**src/rtl/tcm_dec_symb_frame_ctrl_if.sv**
```systemverilog
// rtl/tcm_dec_symb_frame_ctrl_if.sv - 8PSK symbol-metric stream in and framed stream out of the frame sequencer
interface tcm_dec_symb_frame_ctrl_if #(
  parameter int pSYMB_M_W = 8
) ();

  // upstream raw symbol stream from the metric calculator
  logic                 i1sps;
  logic [pSYMB_M_W-1:0] isymb_m;
  logic [2:0]           isymb_m_sign;

  // framed stream towards the 4D symbol-metric assembler
  logic                 o1sps;
  logic                 osop;
  logic                 oval;
  logic                 oeop;
  logic [pSYMB_M_W-1:0] osymb_m;
  logic [2:0]           osymb_m_sign;

  modport master (
    output i1sps, isymb_m, isymb_m_sign,
    input  o1sps, osop, oval, oeop, osymb_m, osymb_m_sign
  );

  modport slave (
    input  i1sps, isymb_m, isymb_m_sign,
    output o1sps, osop, oval, oeop, osymb_m, osymb_m_sign
  );

endinterface

```
**src/rtl/tcm_dec_symb_frame_ctrl.sv**
```systemverilog
// rtl/tcm_dec_symb_frame_ctrl.sv - frames 8PSK metrics into ilen 4D symbols; TCM_DEC_FRAME_CTRL_PHASE_EN adds iphase
module tcm_dec_symb_frame_ctrl #(
  parameter int pLEN_W    = 16,
  parameter int pSYMB_M_W = 8
) (
  input  logic              iclk,
  input  logic              ireset,
  input  logic              iclkena,
  input  logic              istart,
  input  logic              iabort,
  input  logic [pLEN_W-1:0] ilen,
`ifdef TCM_DEC_FRAME_CTRL_PHASE_EN
  input  logic [1:0]        iphase,
`endif
  tcm_dec_symb_frame_ctrl_if.slave sym,
  output logic              obusy,
  output logic              odone,
  output logic              oerr,
  output logic              odrop
);

  typedef enum logic [1:0] {
    IDLE = 2'd0,
    RUN  = 2'd1,
    DONE = 2'd2
  } state_t;

  state_t            state;
  logic [pLEN_W-1:0] len_r;
  logic [pLEN_W-1:0] blk_cnt;
  logic [1:0]        sub_cnt;
  logic              last_symb;
  logic [pSYMB_M_W-1:0] symb_m_d;
`ifdef TCM_DEC_FRAME_CTRL_PHASE_EN
  logic [1:0]        ph_cnt;
`endif

  assign symb_m_d  = sym.isymb_m;
  // Z3 of the final 4D symbol; blk_cnt never needs to count past len_r
  assign last_symb = (sub_cnt == 2'd3) && (blk_cnt == len_r - 1'b1);

  // frame sequencer: state, counters, registered strobe/flags/data and status pulses
  always_ff @(posedge iclk) begin
    if (ireset) begin
      state     <= IDLE;
      len_r     <= '0;
      blk_cnt   <= '0;
      sub_cnt   <= '0;
      obusy     <= 1'b0;
      odone     <= 1'b0;
      oerr      <= 1'b0;
      odrop     <= 1'b0;
      sym.o1sps <= 1'b0;
      sym.osop  <= 1'b0;
      sym.oval  <= 1'b0;
      sym.oeop  <= 1'b0;
`ifdef TCM_DEC_FRAME_CTRL_PHASE_EN
      ph_cnt    <= '0;
`endif
    end else if (iclkena) begin
      sym.o1sps <= 1'b0;
      sym.osop  <= 1'b0;
      sym.oval  <= 1'b0;
      sym.oeop  <= 1'b0;
      odone     <= 1'b0;
      oerr      <= 1'b0;
      odrop     <= 1'b0;
      if (sym.i1sps) begin
        sym.osymb_m      <= symb_m_d;
        sym.osymb_m_sign <= sym.isymb_m_sign;
      end
      case (state)
        IDLE: begin
          if (sym.i1sps) odrop <= 1'b1;
          if (istart) begin
            if (ilen != '0) begin
              state   <= RUN;
              obusy   <= 1'b1;
              len_r   <= ilen;
              blk_cnt <= '0;
              sub_cnt <= '0;
`ifdef TCM_DEC_FRAME_CTRL_PHASE_EN
              ph_cnt  <= iphase;
`endif
            end else begin
              oerr <= 1'b1;
            end
          end
        end
        RUN: begin
          if (iabort) begin
            state <= IDLE;
            obusy <= 1'b0;
          end else begin
            if (istart) oerr <= 1'b1;
            if (sym.i1sps) begin
`ifdef TCM_DEC_FRAME_CTRL_PHASE_EN
              if (ph_cnt != 2'd0) begin
                odrop  <= 1'b1;
                ph_cnt <= ph_cnt - 2'd1;
              end else begin
`else
              begin
`endif
                sym.o1sps <= 1'b1;
                sym.oval  <= (sub_cnt == 2'd0);
                sym.osop  <= (sub_cnt == 2'd0) && (blk_cnt == '0);
                sym.oeop  <= last_symb;
                sub_cnt   <= sub_cnt + 2'd1;
                if (sub_cnt == 2'd3) blk_cnt <= blk_cnt + 1'b1;
                if (last_symb) state <= DONE;
              end
            end
          end
        end
        DONE: begin
          state <= IDLE;
          obusy <= 1'b0;
          if (!iabort) begin
            odone <= 1'b1;
            if (istart) oerr <= 1'b1;
          end
        end
        default: begin
          state <= IDLE;
          obusy <= 1'b0;
        end
      endcase
    end
  end

endmodule

```
**src/flat_wrapper.sv**
```systemverilog
// flat-port wrapper written by rule: the top's interface ports become plain ports
module tcm_dec_symb_frame_ctrl_flat 
#(
  parameter int pLEN_W    = 16,
  parameter int pSYMB_M_W = 8
)
  (iclk, ireset, iclkena, istart, iabort, ilen, obusy, odone, oerr, odrop, sym_i1sps, sym_isymb_m, sym_isymb_m_sign, sym_o1sps, sym_osop, sym_oval, sym_oeop, sym_osymb_m, sym_osymb_m_sign);
  tcm_dec_symb_frame_ctrl_if #(.pSYMB_M_W(pSYMB_M_W)) sym_i ();
  input  logic iclk;
  input  logic ireset;
  input  logic iclkena;
  input  logic istart;
  input  logic iabort;
  input  logic [pLEN_W-1:0] ilen;
  output logic obusy;
  output logic odone;
  output logic oerr;
  output logic odrop;
  input wire logic [$bits(sym_i.i1sps)-1:0] sym_i1sps;
  input wire logic [$bits(sym_i.isymb_m)-1:0] sym_isymb_m;
  input wire logic [$bits(sym_i.isymb_m_sign)-1:0] sym_isymb_m_sign;
  output wire logic [$bits(sym_i.o1sps)-1:0] sym_o1sps;
  output wire logic [$bits(sym_i.osop)-1:0] sym_osop;
  output wire logic [$bits(sym_i.oval)-1:0] sym_oval;
  output wire logic [$bits(sym_i.oeop)-1:0] sym_oeop;
  output wire logic [$bits(sym_i.osymb_m)-1:0] sym_osymb_m;
  output wire logic [$bits(sym_i.osymb_m_sign)-1:0] sym_osymb_m_sign;
  assign sym_i.i1sps = sym_i1sps;
  assign sym_i.isymb_m = sym_isymb_m;
  assign sym_i.isymb_m_sign = sym_isymb_m_sign;
  assign sym_o1sps = sym_i.o1sps;
  assign sym_osop = sym_i.osop;
  assign sym_oval = sym_i.oval;
  assign sym_oeop = sym_i.oeop;
  assign sym_osymb_m = sym_i.osymb_m;
  assign sym_osymb_m_sign = sym_i.osymb_m_sign;
  tcm_dec_symb_frame_ctrl #(.pLEN_W(pLEN_W), .pSYMB_M_W(pSYMB_M_W)) u_core (.iclk(iclk), .ireset(ireset), .iclkena(iclkena), .istart(istart), .iabort(iabort), .ilen(ilen), .sym(sym_i), .obusy(obusy), .odone(odone), .oerr(oerr), .odrop(odrop));
endmodule
```
**config.mk**
```make
export PLATFORM = sky130hd
export DESIGN_NAME = tcm_dec_symb_frame_ctrl_flat
export DESIGN_NICKNAME = d
export VERILOG_FILES = /design/src/rtl/tcm_dec_symb_frame_ctrl_if.sv /design/src/rtl/tcm_dec_symb_frame_ctrl.sv /design/src/flat_wrapper.sv
export SDC_FILE = /design/constraint.sdc
export NUM_CORES = 1
export LEC_CHECK = 0
export CAP_MARGIN = 20
export CORE_MARGIN = 4
export CORE_UTILIZATION = 55
export CTS_BUF_LIST = sky130_fd_sc_hd__clkbuf_4
export CTS_CLUSTER_DIAMETER = 40
export DETAILED_ROUTE_END_ITERATION = 12
export PLACE_DENSITY_LB_ADDON = 0.05
export SLEW_MARGIN = 20
export SYNTH_ARGS = -nofsm -noshare
export SYNTH_HDL_FRONTEND = slang
export SYNTH_SLANG_ARGS = --single-unit
```
**constraint.sdc**
```tcl
create_clock -name iclk -period 7.3 [get_ports iclk]
set_input_delay 0.73 -clock iclk [delete_from_list [all_inputs] [get_ports iclk]]
set_output_delay 0.73 -clock iclk [all_outputs]
set_load 0.05 [all_outputs]
```
-- Yosys cells after proc, flatten, opt, wreduce, memory -nomap -nowiden
Cells that the tools add are included.
- word-level logic and storage cells: 85
- register bits after elaboration: 55
- input port bits: 33
- bitwise operators: 1
- eq/ne operators: 12
- reductions and logical operators: 14
- add/subtract/negate cells: 3
- muxes and demuxes: 41
- operators by type and width (cell ; number):
    $mux W16 ; 5
    $pmux W16 S2 ; 1
    $mux W1 ; 22
    $mux W2 ; 9
    $add A16 B1 Y16 const B ; 1
    $eq A16 B16 Y1 ; 1
    $logic_not A16 Y1 ; 1
    $reduce_bool A16 Y1 ; 1
    $sub A16 B1 Y16 const B ; 1
    $ne A2 B2 Y1 const B ; 4
    $pmux W2 S2 ; 2
    $reduce_and A4 Y1 ; 2
    $reduce_and A7 Y1 ; 1
    $reduce_and A6 Y1 ; 1
    $reduce_and A5 Y1 ; 1
    $eq A2 B2 Y1 const B ; 2
    $logic_not A2 Y1 ; 2
    $ne A2 B1 Y1 const B ; 2
    $pmux W1 S2 ; 2
    $ne A3 B2 Y1 const B ; 1
    $ne A3 B3 Y1 const B ; 1
    $reduce_and A3 Y1 ; 1
    $add A2 B1 Y2 const B ; 1
    $eq A2 B1 Y1 const B ; 1
    4 further kinds ; 5

-- Depth between registers and ports, before layout
Gate-level depths: netlist (run 1).
- depth in word-level cells: 7
- gate-level depth with buffers: 12

-- Worst setup path after synthesis (run 1)
OpenSTA, ideal clock, no wires.
- path kind: register to register
- start point: reg u_core.len_r[0]
- end point: reg u_core.state[0]
- data required time: 7.232 ns
- arrival: 2.386 ns
- stages on the path, launching flop included: 13
- setup time: 0.068 ns
- slack: 4.846 ns
- path buffers: 2
- cell sequence: dfxtp_1 buf_6 inv_1 ha_1 or4b_1 buf_2 xor2_1 nor2_1 mux2i_1 nor4_2 and4_4 mux2_4 o21ai_2
- longest elaborated chain between the ends: 5
- RTL lines (element ; line ; RTL):
    start, declared ; tcm_dec_symb_frame_ctrl.sv:29 ; logic [pLEN_W-1:0] len_r;
    start signal, assigned ; tcm_dec_symb_frame_ctrl.sv:79 ; len_r <= ilen;
    $sub A16 B1 Y16 ; tcm_dec_symb_frame_ctrl.sv:40 ; assign last_symb = (sub_cnt == 2'd3) && (blk_cnt == len_r - 1'b1);
    $eq A16 B16 Y1 ; tcm_dec_symb_frame_ctrl.sv:40 ;
    $logic_and A1 B1 Y1 ; tcm_dec_symb_frame_ctrl.sv:40 ;
    $ne A3 B2 Y1 (no source line) ; -- ;
    $reduce_and A5 Y1 (no source line) ; -- ;
    end signal, assigned ; tcm_dec_symb_frame_ctrl.sv:45 ; state <= IDLE;
    end signal, assigned ; tcm_dec_symb_frame_ctrl.sv:77 ; state <= RUN;
    end signal, assigned ; tcm_dec_symb_frame_ctrl.sv:92 ; state <= IDLE;
    end, declared ; tcm_dec_symb_frame_ctrl.sv:28 ; state_t state;
No other way between the ends.
A chain may end at the register's enable or synchronous reset.

-- Final worst setup path (run 1)
- start point: in iclkena
- end point: reg u_core.blk_cnt[11]
- longest elaborated chain between the ends: 1
- RTL lines (element ; line ; RTL):
    start, declared ; flat_wrapper.sv:11 ; input logic iclkena;
    $reduce_and A7 Y1 (no source line) ; -- ;
    end signal, assigned ; tcm_dec_symb_frame_ctrl.sv:110 ; if (sub_cnt == 2'd3) blk_cnt <= blk_cnt + 1'b1;
    end, declared ; tcm_dec_symb_frame_ctrl.sv:30 ; logic [pLEN_W-1:0] blk_cnt;
No other way between the ends.

==> impl_metrics.csv, run 1 <==
group,metric,value,unit
synth,ys_ff_latch,55,
synth,synth_top_family_by_area,"simple AND/OR/NAND/NOR gates",
worst_hold_path,hp-class,"reg -> reg",
worst_setup_path,critPathLaunchType,"input pin",
power,p_leak,1.24,nW
clocking,ctsRootBufferMaster,"clkbuf_4",
layout,final_area,3480,µm²
drt,detail_route.iter0.violations,214,
sta,holdWs,0.477,ns
place,dp_hpwl,5080,µm
clocking,ctsResizeCount,0,
layout,fin_nets,417,
clocking,htree_levels,2,
worst_setup_path,crit_family,"simple AND/OR/NAND/NOR gates",
sta,finalHoldViolations,0,
worst_setup_path,end_kind,"flip-flop",
sta,worstMarginPinSlew,0.924,ns
synth,synth_compound_area_share,11.6,%
synth,synth-simple-area-share,25.9,%
run,drv_cap,0,
place,io_buffers,51,
synth,post_synth_fa_ha_maj_area_fraction,3.91,%
sta,drv_slew,0,
sta,period_share,43.1,%
clocking,cts_tree,"built",
worst_setup_path,slowest_delay,0.68,ns
place,routabilityCongestion,0.885,
synth,ys_types,46,
global_route,grt_pass1_vias,2366,
sta,rsz0062_at_grt,"no",
drt,routed_wirelength,6740,µm
run_status,status,"finished clean",
clocking,cts.sinks,55,
floorplan,ios,52,
clocking,postCtsSetupRepairBufs,0,
drt,first_pass_iters,4,
global_route,grt_usage,22.5,%
synth,synth_area,2880,µm²
synth,synth.most_common_cell,"dfxtp_1",
sta,fmax,0.318,GHz
layout,drive_gt1_share,5.59,%
floorplan,num_rows,26,
synth,synthMuxAreaShare,1.56,%
sta,worst_clock_skew,0.0166,ns
sta,slew_headroom,38.2,%
drt,drc,0,
layout,antennaDiodeCount,0,
synth,avgSynthCellArea,8.68,µm²
synth,synth-xor-area-share,10.6,%
global_route,antenna_found_initial,0,
sta,tns,0,ns
clocking,clk_pin_slew,0.17,ns
clocking,numCtsBuffers,5,
synth,async_flop_share,0,%
worst_setup_path,path_class,"in -> reg",
global_route,gr-total-overflow,0,
place,placed_cell_area,3420,µm²
worst_setup_path,arrival,3.46,ns
worst_setup_path,worstPathCellList,"clkdlybuf4s50_1, nand2_1, a41oi_1, buf_4, a21oi_1, nor2_1, nand4_1, or3_1, a21oi_1",
clocking,cts_hold_buf,0,
synth,netlist_top_cells_count,"dfxtp_1 (44), a21oi_1 (35), nand2_1 (34)",
floorplan,core_area,5110,µm²
worst_setup_path,crit_top_cell,"a21oi_1",
synth,dominantRegCellSynth,"dfxtp_1",
drt,vias,2495,
synth,synth_top_area_cell,"dfxtp_1",
global_route,grt_pass1_wl,11400,µm
worst_setup_path,path_buf_inv,2,
synth,ys_warn_count,0,
sta,period_minus_slack,3.14,ns
power,p_total,0.699,mW
floorplan,die_height,80.4,µm
worst_setup_path,cp_slowest_cell,"clkdlybuf4s50_1",
power,ir_drop,132,µV
clocking,insertion_delay,0.39,ns
synth,synthTopCellsByArea,"dfxtp_1 (31%), edfxtp_1 (11%), a21oi_1 (6.1%)",
synth,syn_nets,374,
layout,synthToLayoutAreaGrowth,20.8,%
drt,drt.antenna.violating_nets,0,
worst_setup_path,worstPathMaxFanout,20,
drt,vias_per_cell,5.59,
floorplan,initial_utilization,56.4,%
clocking,cts_buffer_depth,2,
floorplan,die_w,80.4,µm
synth,synth-edff-count,11,
power,pwr_density_cell,201,nW/µm²
sta,setup_viol,0,
worst_setup_path,cp.required,7.62,ns
synth,postSynthCellCount,332,
drt,wl_per_cell,15.1,µm
synth,ys_seq_area_share,42.0,%
floorplan,die_area,6460,µm²
synth,synth_top_area_share,30.6,%
global_route,grt_max_degree,34,
## cell families (layout without fill, tap and decap cells)
| group | after synthesis | after routing |
|---|---|---|
| mux | 4 | 4 |
| flops | 55 | 55 |
| buf+inv | 30 | 74 |
| fa+ha+maj | 9 | 9 |
| compound gates | 59 | 59 |
| simple gates | 140 | 140 |
| xor+xnor | 35 | 35 |
## path summary, 6_finish.rpt
check,from,endpoint,slack [ns],depth (start not counted)
setup / recovery,iclkena,u_core.blk_cnt[11],4.16,9
hold / removal,u_core.odone,u_core.odone,0.48,2
setup reg to reg,u_core.state[0],u_core.blk_cnt[11],4.26,9
hold reg to reg,u_core.odone,u_core.odone,0.48,2
## cells in the final DEF (no fill, tap or decap), drive strengths merged, types with 2 or more instances in the layout
cell type,n
mux2i,3
or4,2
a31oi,3
inv,14
nand3,28
nand2,34
nor4,12
or3,8
a21oi,35
and3,3
xnor2,18
nand4,8
ha,9
nand4b,2
buf,2
o21ai,10
clkdlybuf4s50,51
nor3,10
edfxtp,11
xor2,17
nor2,29
a21o,2
clkbuf,5
dfxtp,44
clkinvlp,2
## flip-flops by register name, summed over array words and instances (netlist names), 2 cells and up
| register | cells |
|---|---|
| u_core.sub_cnt | 2 |
| u_core.sym.osymb_m | 8 |
| u_core.state | 2 |
| u_core.len_r | 16 |
| u_core.blk_cnt | 16 |
| u_core.sym.osymb_m_sign | 3 |
## where the power goes
| group | switching [mW] | internal, mW | total, mW |
|---|---|---|---|
| Combinational | 0.125 | 0.0877 | 0.213 |
| Clock | 0.105 | 0.0388 | 0.144 |
| Sequential | 0.0165 | 0.326 | 0.343 |
## layout make-up
class	instances	area [µm²]
Inverter	13	48.8
Clock inverter	3	23.8
Fill cell	446	1630
Sequential cell	55	1210
Clock buffer	5	37.5
Timing Repair Buffer	53	526
Multi-Input combinational cell	247	1550
Tap cell	70	87.6
## worst min-delay path: cells and delay by family, from the launching register on
kind               cells  cell delay (ns)
and+or+nand+nor        1             0.06
DFF                    1             0.35
AOI/OAI and AO/OA      1             0.05
## through the flow
| step | std cells | utilization (%) | worst slack, ns |
|---|---|---|---|
| 2_1_floorplan | 332 | - | 4.85 |
| 3_3_place_gp | 438 | 66.9 | 3.88 |
| 3_5_place_dp | 438 | 66.9 | 3.81 |
| 4_1_cts | 446 | 68.1 | 4.21 |
| 5_1_grt | 446 | 68.1 | 3.84 |
| 6_report | 446 | 68.1 | 4.16 |
## layer usage
| metal | routed length [µm] | part of all wire, % | vias up | track usage [%] |
|---|---|---|---|---|
| met5 | 0 | 0 | - | 0 |
| met4 | 89 | 1.3 | 0 | 5.91 |
| met3 | 266 | 3.9 | 11 | 3.59 |
| met2 | 3280 | 49 | 70 | 38.4 |
| met1 | 3100 | 46 | 1156 | 29.4 |
| li1 | - | - | 1258 | - |
Power figures use the tool's default switching activity.
==> run 2, diff against run 1 <==
--- a/config.mk
+++ b/config.mk
@@ -7,7 +7,7 @@
 export LEC_CHECK = 0
 export CAP_MARGIN = 20
 export CORE_MARGIN = 4
-export CORE_UTILIZATION = 55
+export CORE_UTILIZATION = 54
 export CTS_BUF_LIST = sky130_fd_sc_hd__clkbuf_4
 export CTS_CLUSTER_DIAMETER = 40
 export DETAILED_ROUTE_END_ITERATION = 12
==> constraint.sdc (replaced) <==
create_clock -name iclk -period 3 [get_ports iclk]
set_input_delay 0.3 -clock iclk [delete_from_list [all_inputs] [get_ports iclk]]
set_output_delay 0.3 -clock iclk [all_outputs]
set_load 0.05 [all_outputs]
==> run 2 against run 1 <==
Sequential share of layout area decreased by 0.43 points. Combinational power increased to 2.5 times the previous value. Register-to-register slack got worse by 3.8 ns. Global-route usage decreased by 1.3 points. Core utilization increased by 0.42 points. Count of clock-buffer cells in the layout unchanged. First-iteration DRC count decreased by 16%. Critical path type is now reg -> reg. Critical endpoint is now u_core.state[0].
==> impl_metrics.csv, run 2 (synthesized netlist as in run 1, its figures left out) <==
group,metric,value,unit
sta,tns,0,ns
worst_hold_path,hp-class,"in -> reg",
clocking,numCtsBuffers,5,
worst_setup_path,worstPathMaxFanout,6,
place,dp_hpwl,5050,µm
worst_setup_path,end_kind,"flip-flop",
layout,final_common_cell,"clkdlybuf4s50_1",
floorplan,core_area,5140,µm²
drt,first_pass_iters,4,
drt,drc,0,
worst_setup_path,critPathLaunchType,"flip-flop",
floorplan,num_rows,26,
global_route,grt_pass1_vias,2351,
sta,worstMarginPinSlew,0.574,ns
worst_setup_path,path_class,"reg -> reg",
clocking,ctsResizeCount,0,
layout,drive_gt1_share,7.07,%
sta,drv_slew,0,
sta,period_minus_slack,2.56,ns
global_route,antenna_found_initial,0,
place,routabilityCongestion,0.801,
floorplan,initial_utilization,56.1,%
sta,period_share,85.4,%
clocking,ctsRootBufferMaster,"clkbuf_4",
clocking,htree_levels,2,
place,pre_cts_ws,0.303,ns
sta,worst_clock_skew,0.00656,ns
layout,reg_top3,"u_core.blk_cnt (16), u_core.len_r (16), u_core.sym.osymb_m (8)",
clocking,cts.sinks,55,
sta,rsz0062_at_grt,"no",
drt,wl_per_cell,14.5,µm
clocking,cts_tree,"built",
worst_setup_path,arrival,2.88,ns
layout,synthToLayoutAreaGrowth,22.3,%
drt,vias_per_cell,5.56,
drt,vias,2513,
sta,setup_viol,0,
clocking,postCtsSetupRepairBufs,0,
clocking,cts_buffer_depth,2,
clocking,clk_pin_slew,0.16,ns
sta,slew_headroom,61.6,%
global_route,grt_usage,21.2,%
run,drv_cap,0,
floorplan,die_area,6570,µm²
sta,fmax,0.390,GHz
global_route,grt_pass1_wl,10800,µm
sta,finalHoldViolations,0,
sta,finalWorstSetupSlack,0.439,ns
floorplan,die_height,81.1,µm
run_status,status,"finished clean",
clocking,cts_hold_buf,0,
drt,detail_route.iter0.violations,180,
floorplan,ios,52,
clocking,insertion_delay,0.38,ns
place,io_buffers,51,
drt,drt.antenna.violating_nets,0,
global_route,grt_max_degree,22,
global_route,gr-total-overflow,0,
layout,fin_nets,423,
drt,routed_wirelength,6570,µm
floorplan,die_w,81.1,µm
power,ir_drop,272,µV
layout,antennaDiodeCount,0,
worst_setup_path,cp.required,3.32,ns
power,pwr_density_cell,483,nW/µm²
power,p_leak,1.28,nW
layout,layout_common_cells,"clkdlybuf4s50_1 (51), dfxtp_1 (44), a21oi_1 (35)",
==> run 2: per-stage QoR <==
stage	cells	instance area, µm²	util [%]	hold WS [ns]	power (mW)
finish	452	3520	68.5	0.467	1.70
global route	452	3520	68.5	0.420	1.81
CTS	452	3520	68.5	0.440	1.72
detailed placement	444	3460	67.4	0.453	1.38
global placement	444	3460	67.4	0.450	1.37
floorplan	332	2880	-	0.399	1.23
==> run 2: final timing paths <==
kind	cells after the start	endpoint	start	slack [ns]
worst min-delay path	1	u_core.sym.osymb_m_sign[1]	sym_isymb_m_sign[1]	0.47
worst max register to register	10	u_core.state[0]	u_core.len_r[0]	0.44
worst min register to register	2	u_core.odrop	u_core.odrop	0.47
worst max-delay path	10	u_core.state[0]	u_core.len_r[0]	0.44
==> run 2: area by class of cell <==
class | count | area, µm²
Multi-Input combinational cell | 247 | 1550
Tap cell | 70 | 87.6
Clock inverter | 3 | 22.5
Sequential cell | 55 | 1210
Inverter | 13 | 48.8
Clock buffer | 5 | 37.5
Fill cell | 475 | 1620
Timing Repair Buffer | 59 | 571
==> run 2: layer usage <==
layer | part of all wire (%) | vias to the layer above | track usage (%)
met2 | 48 | 59 | 35.6
met3 | 4.0 | 13 | 4.32
li1 | - | 1278 | -
met4 | 2.4 | 0 | 7.94
met5 | 0 | - | 0
met1 | 46 | 1163 | 26.9
==> run 2: critical path: stages (launching register included) <==
cell and delay [ns]:
dfxtp_1 0.34, inv_1 0.05, ha_1 0.25, or4b_1 0.59, xor2_1 0.19, nor2_1 0.09
mux2i_1 0.09, nor4_2 0.24, and4_4 0.29, mux2_4 0.31, o21ai_2 0.05
==> run 2: power by group <==
group / internal, mW / total (mW) / switching, mW
combinational: 0.224 / 0.533 / 0.309
sequential: 0.794 / 0.832 / 0.0377
clock: 0.0970 / 0.339 / 0.242
total: 1.12 / 1.70 / 0.588
==> run 3, diff against run 2 <==
--- a/config.mk
+++ b/config.mk
@@ -7,7 +7,7 @@
 export LEC_CHECK = 0
 export CAP_MARGIN = 20
 export CORE_MARGIN = 4
-export CORE_UTILIZATION = 54
+export CORE_UTILIZATION = 44
 export CTS_BUF_LIST = sky130_fd_sc_hd__clkbuf_4
 export CTS_CLUSTER_DIAMETER = 40
 export DETAILED_ROUTE_END_ITERATION = 12
==> run 3 against run 2 <==
Critical path depth did not move. Total power grew 0.59%. Clock skew up 0.0087 ns. Register-to-register slack better by 0.04 ns. Clock power is 2% higher. Largest cell class unchanged. Largest power group unchanged. Highest routed layer unchanged.
==> impl_metrics.csv, run 3 (synthesized netlist as in run 1, its figures left out) <==
group,metric,value,unit
run_status,status,"finished clean",
global_route,gr-total-overflow,0,
sta,worstMarginPinSlew,0.515,ns
global_route,grt_pass1_wl,11800,µm
clocking,ctsRootBufferMaster,"clkbuf_4",
layout,fin_nets,423,
power,ir_drop,272,µV
sta,fmax,0.397,GHz
sta,tns,0,ns
clocking,postCtsSetupRepairBufs,0,
worst_setup_path,critPathLaunchType,"flip-flop",
worst_setup_path,cp-endpoint,"u_core.state[0]",
power,p_leak,1.28,nW
global_route,grt_max_degree,29,
floorplan,num_rows,29,
clocking,numCtsBuffers,5,
global_route,grt_usage,18.9,%
floorplan,initial_utilization,45.4,%
global_route,grt_pass1_vias,2438,
layout,antennaDiodeCount,0,
floorplan,die_w,88.9,µm
clocking,cts.sinks,55,
layout,synthToLayoutAreaGrowth,22.7,%
worst_setup_path,crit_family,"simple AND/OR/NAND/NOR gates",
worst_setup_path,cp.required,3.34,ns
place,routabilityCongestion,0.863,
worst_setup_path,ff2ff_setup_slack,0.48,ns
drt,wl_per_cell,15.3,µm
sta,finalHoldViolations,0,
layout,final_common_cell,"clkdlybuf4s50_1",
place,io_buffers,51,
run,drv_cap,0,
layout,reg_top3,"u_core.blk_cnt (16), u_core.len_r (16), u_core.sym.osymb_m (8)",
clocking,htree_levels,2,
sta,rsz0062_at_grt,"no",
worst_setup_path,end_kind,"flip-flop",
clocking,cts_buffer_depth,2,
layout,nFillCells,579,
place,placed_cell_area,3470,µm²
drt,drc,0,
drt,detail_route.iter0.violations,161,
clocking,ctsResizeCount,0,
worst_setup_path,reg2reg_to,"u_core.state[0]",
layout,layout_common_cells,"clkdlybuf4s50_1 (51), dfxtp_1 (44), a21oi_1 (35)",
sta,worst_clock_skew,0.0153,ns
layout,final_area,3530,µm²
clocking,clk_pin_slew,0.17,ns
drt,drt.antenna.violating_nets,0,
drt,vias,2529,
clocking,cts_tree,"built",
sta,period_share,83.9,%
worst_setup_path,worstPathMaxFanout,6,
clocking,cts_hold_buf,0,
floorplan,ios,52,
worst_setup_path,reg2reg_depth,10,
drt,routed_wirelength,7010,µm
sta,setup_viol,0,
worst_setup_path,worstReg2RegStart,"u_core.len_r[1]",
worst_setup_path,arrival,2.85,ns
worst_hold_path,hold_depth,1,
sta,period_minus_slack,2.52,ns
floorplan,core_area,6350,µm²
power,p_total,1.71,mW
worst_setup_path,worstPathCellList,"inv_1, ha_1, or4b_1, xor2_1, nor2_1, mux2i_1, nor4_2, and4_4, mux2_4, o21ai_2",
floorplan,die_height,88.9,µm
worst_setup_path,worst-path-stages,10,
layout,drive_gt1_share,7.07,%
worst_setup_path,path_class,"reg -> reg",
worst_hold_path,hp-class,"in -> reg",
worst_setup_path,path_buf_inv,1,
drt,vias_per_cell,5.51,
power,pwr_density_cell,485,nW/µm²
worst_setup_path,startpoint,"u_core.len_r[1]",
place,dp_hpwl,5320,µm
global_route,antenna_found_initial,0,
worst_setup_path,cp_slowest_cell,"or4b_1",
drt,first_pass_iters,4,
clocking,insertion_delay,0.39,ns
sta,slew_headroom,65.6,%
worst_setup_path,slowest_delay,0.58,ns
floorplan,die_area,7910,µm²
sta,drv_slew,0,
-- run 3: changes by cell type in the layout (fill, tap and decap cells not counted) --
cell,change
clkinv_2,-1
clkinv_4,+2
clkinvlp_4,+1
inv_6,-2
-- run 3: metrics by stage --
stage               std cells  hold WS (ns)  worst slack, ns  util, %
global route              459         0.417            0.285     55.7
detailed placement        451         0.460            0.314     54.7
CTS                       459         0.435            0.464     55.7
finish                    459         0.446            0.483     55.7
floorplan                 332         0.399            0.546        -
global placement          451         0.452            0.350     54.7
-- run 3: cell type report --
cell class / instances / area (µm²) / share of cell area [%]
Clock inverter: 3 / 25.0 / 0.708
Tap cell: 77 / 96.3 / 2.73
Sequential cell: 55 / 1210 / 34.3
Inverter: 13 / 48.8 / 1.38
Clock buffer: 5 / 37.5 / 1.06
Timing Repair Buffer: 59 / 571 / 16.1
Multi-Input combinational cell: 247 / 1550 / 43.7
-- run 3: how the worst min path moves through the flow --
stage | start | slack, ns | to
6_report | sym_isymb_m[6] | 0.45 | u_core.sym.osymb_m[6]
5_1_grt | sym_isymb_m[6] | 0.42 | u_core.sym.osymb_m[6]
4_1_cts | sym_isymb_m_sign[1] | 0.43 | u_core.sym.osymb_m_sign[1]
3_5_place_dp | u_core.sym.oval | 0.46 | u_core.sym.oval
3_3_place_gp | u_core.odrop | 0.45 | u_core.odrop
2_1_floorplan | sym_isymb_m[0] | 0.40 | u_core.sym.osymb_m[0]
-- run 3: worst reg2reg max path, stage by stage (launching register included) --
cell and delay (ns):
dfxtp_1 0.34, inv_1 0.05, ha_1 0.24, or4b_1 0.58
xor2_1 0.19, nor2_1 0.09, mux2i_1 0.08, nor4_2 0.25
and4_4 0.29, mux2_4 0.31, o21ai_2 0.05
-- run 3: power breakdown --
part / switching, mW / internal [mW] / leakage [nW]
clock: 0.252 / 0.0946 / 0.0314
sequential: 0.0350 / 0.794 / 0.458
combinational: 0.313 / 0.225 / 0.786
-- run 3: routing by layer --
layer | global-route usage [%] | up-vias | share of wire, %
li1 | - | 1279 | -
met1 | 24.3 | 1200 | 46
met2 | 32.9 | 42 | 49
met3 | 3.41 | 8 | 3.5
met4 | 4.53 | 0 | 1.1
met5 | 0 | - | 0
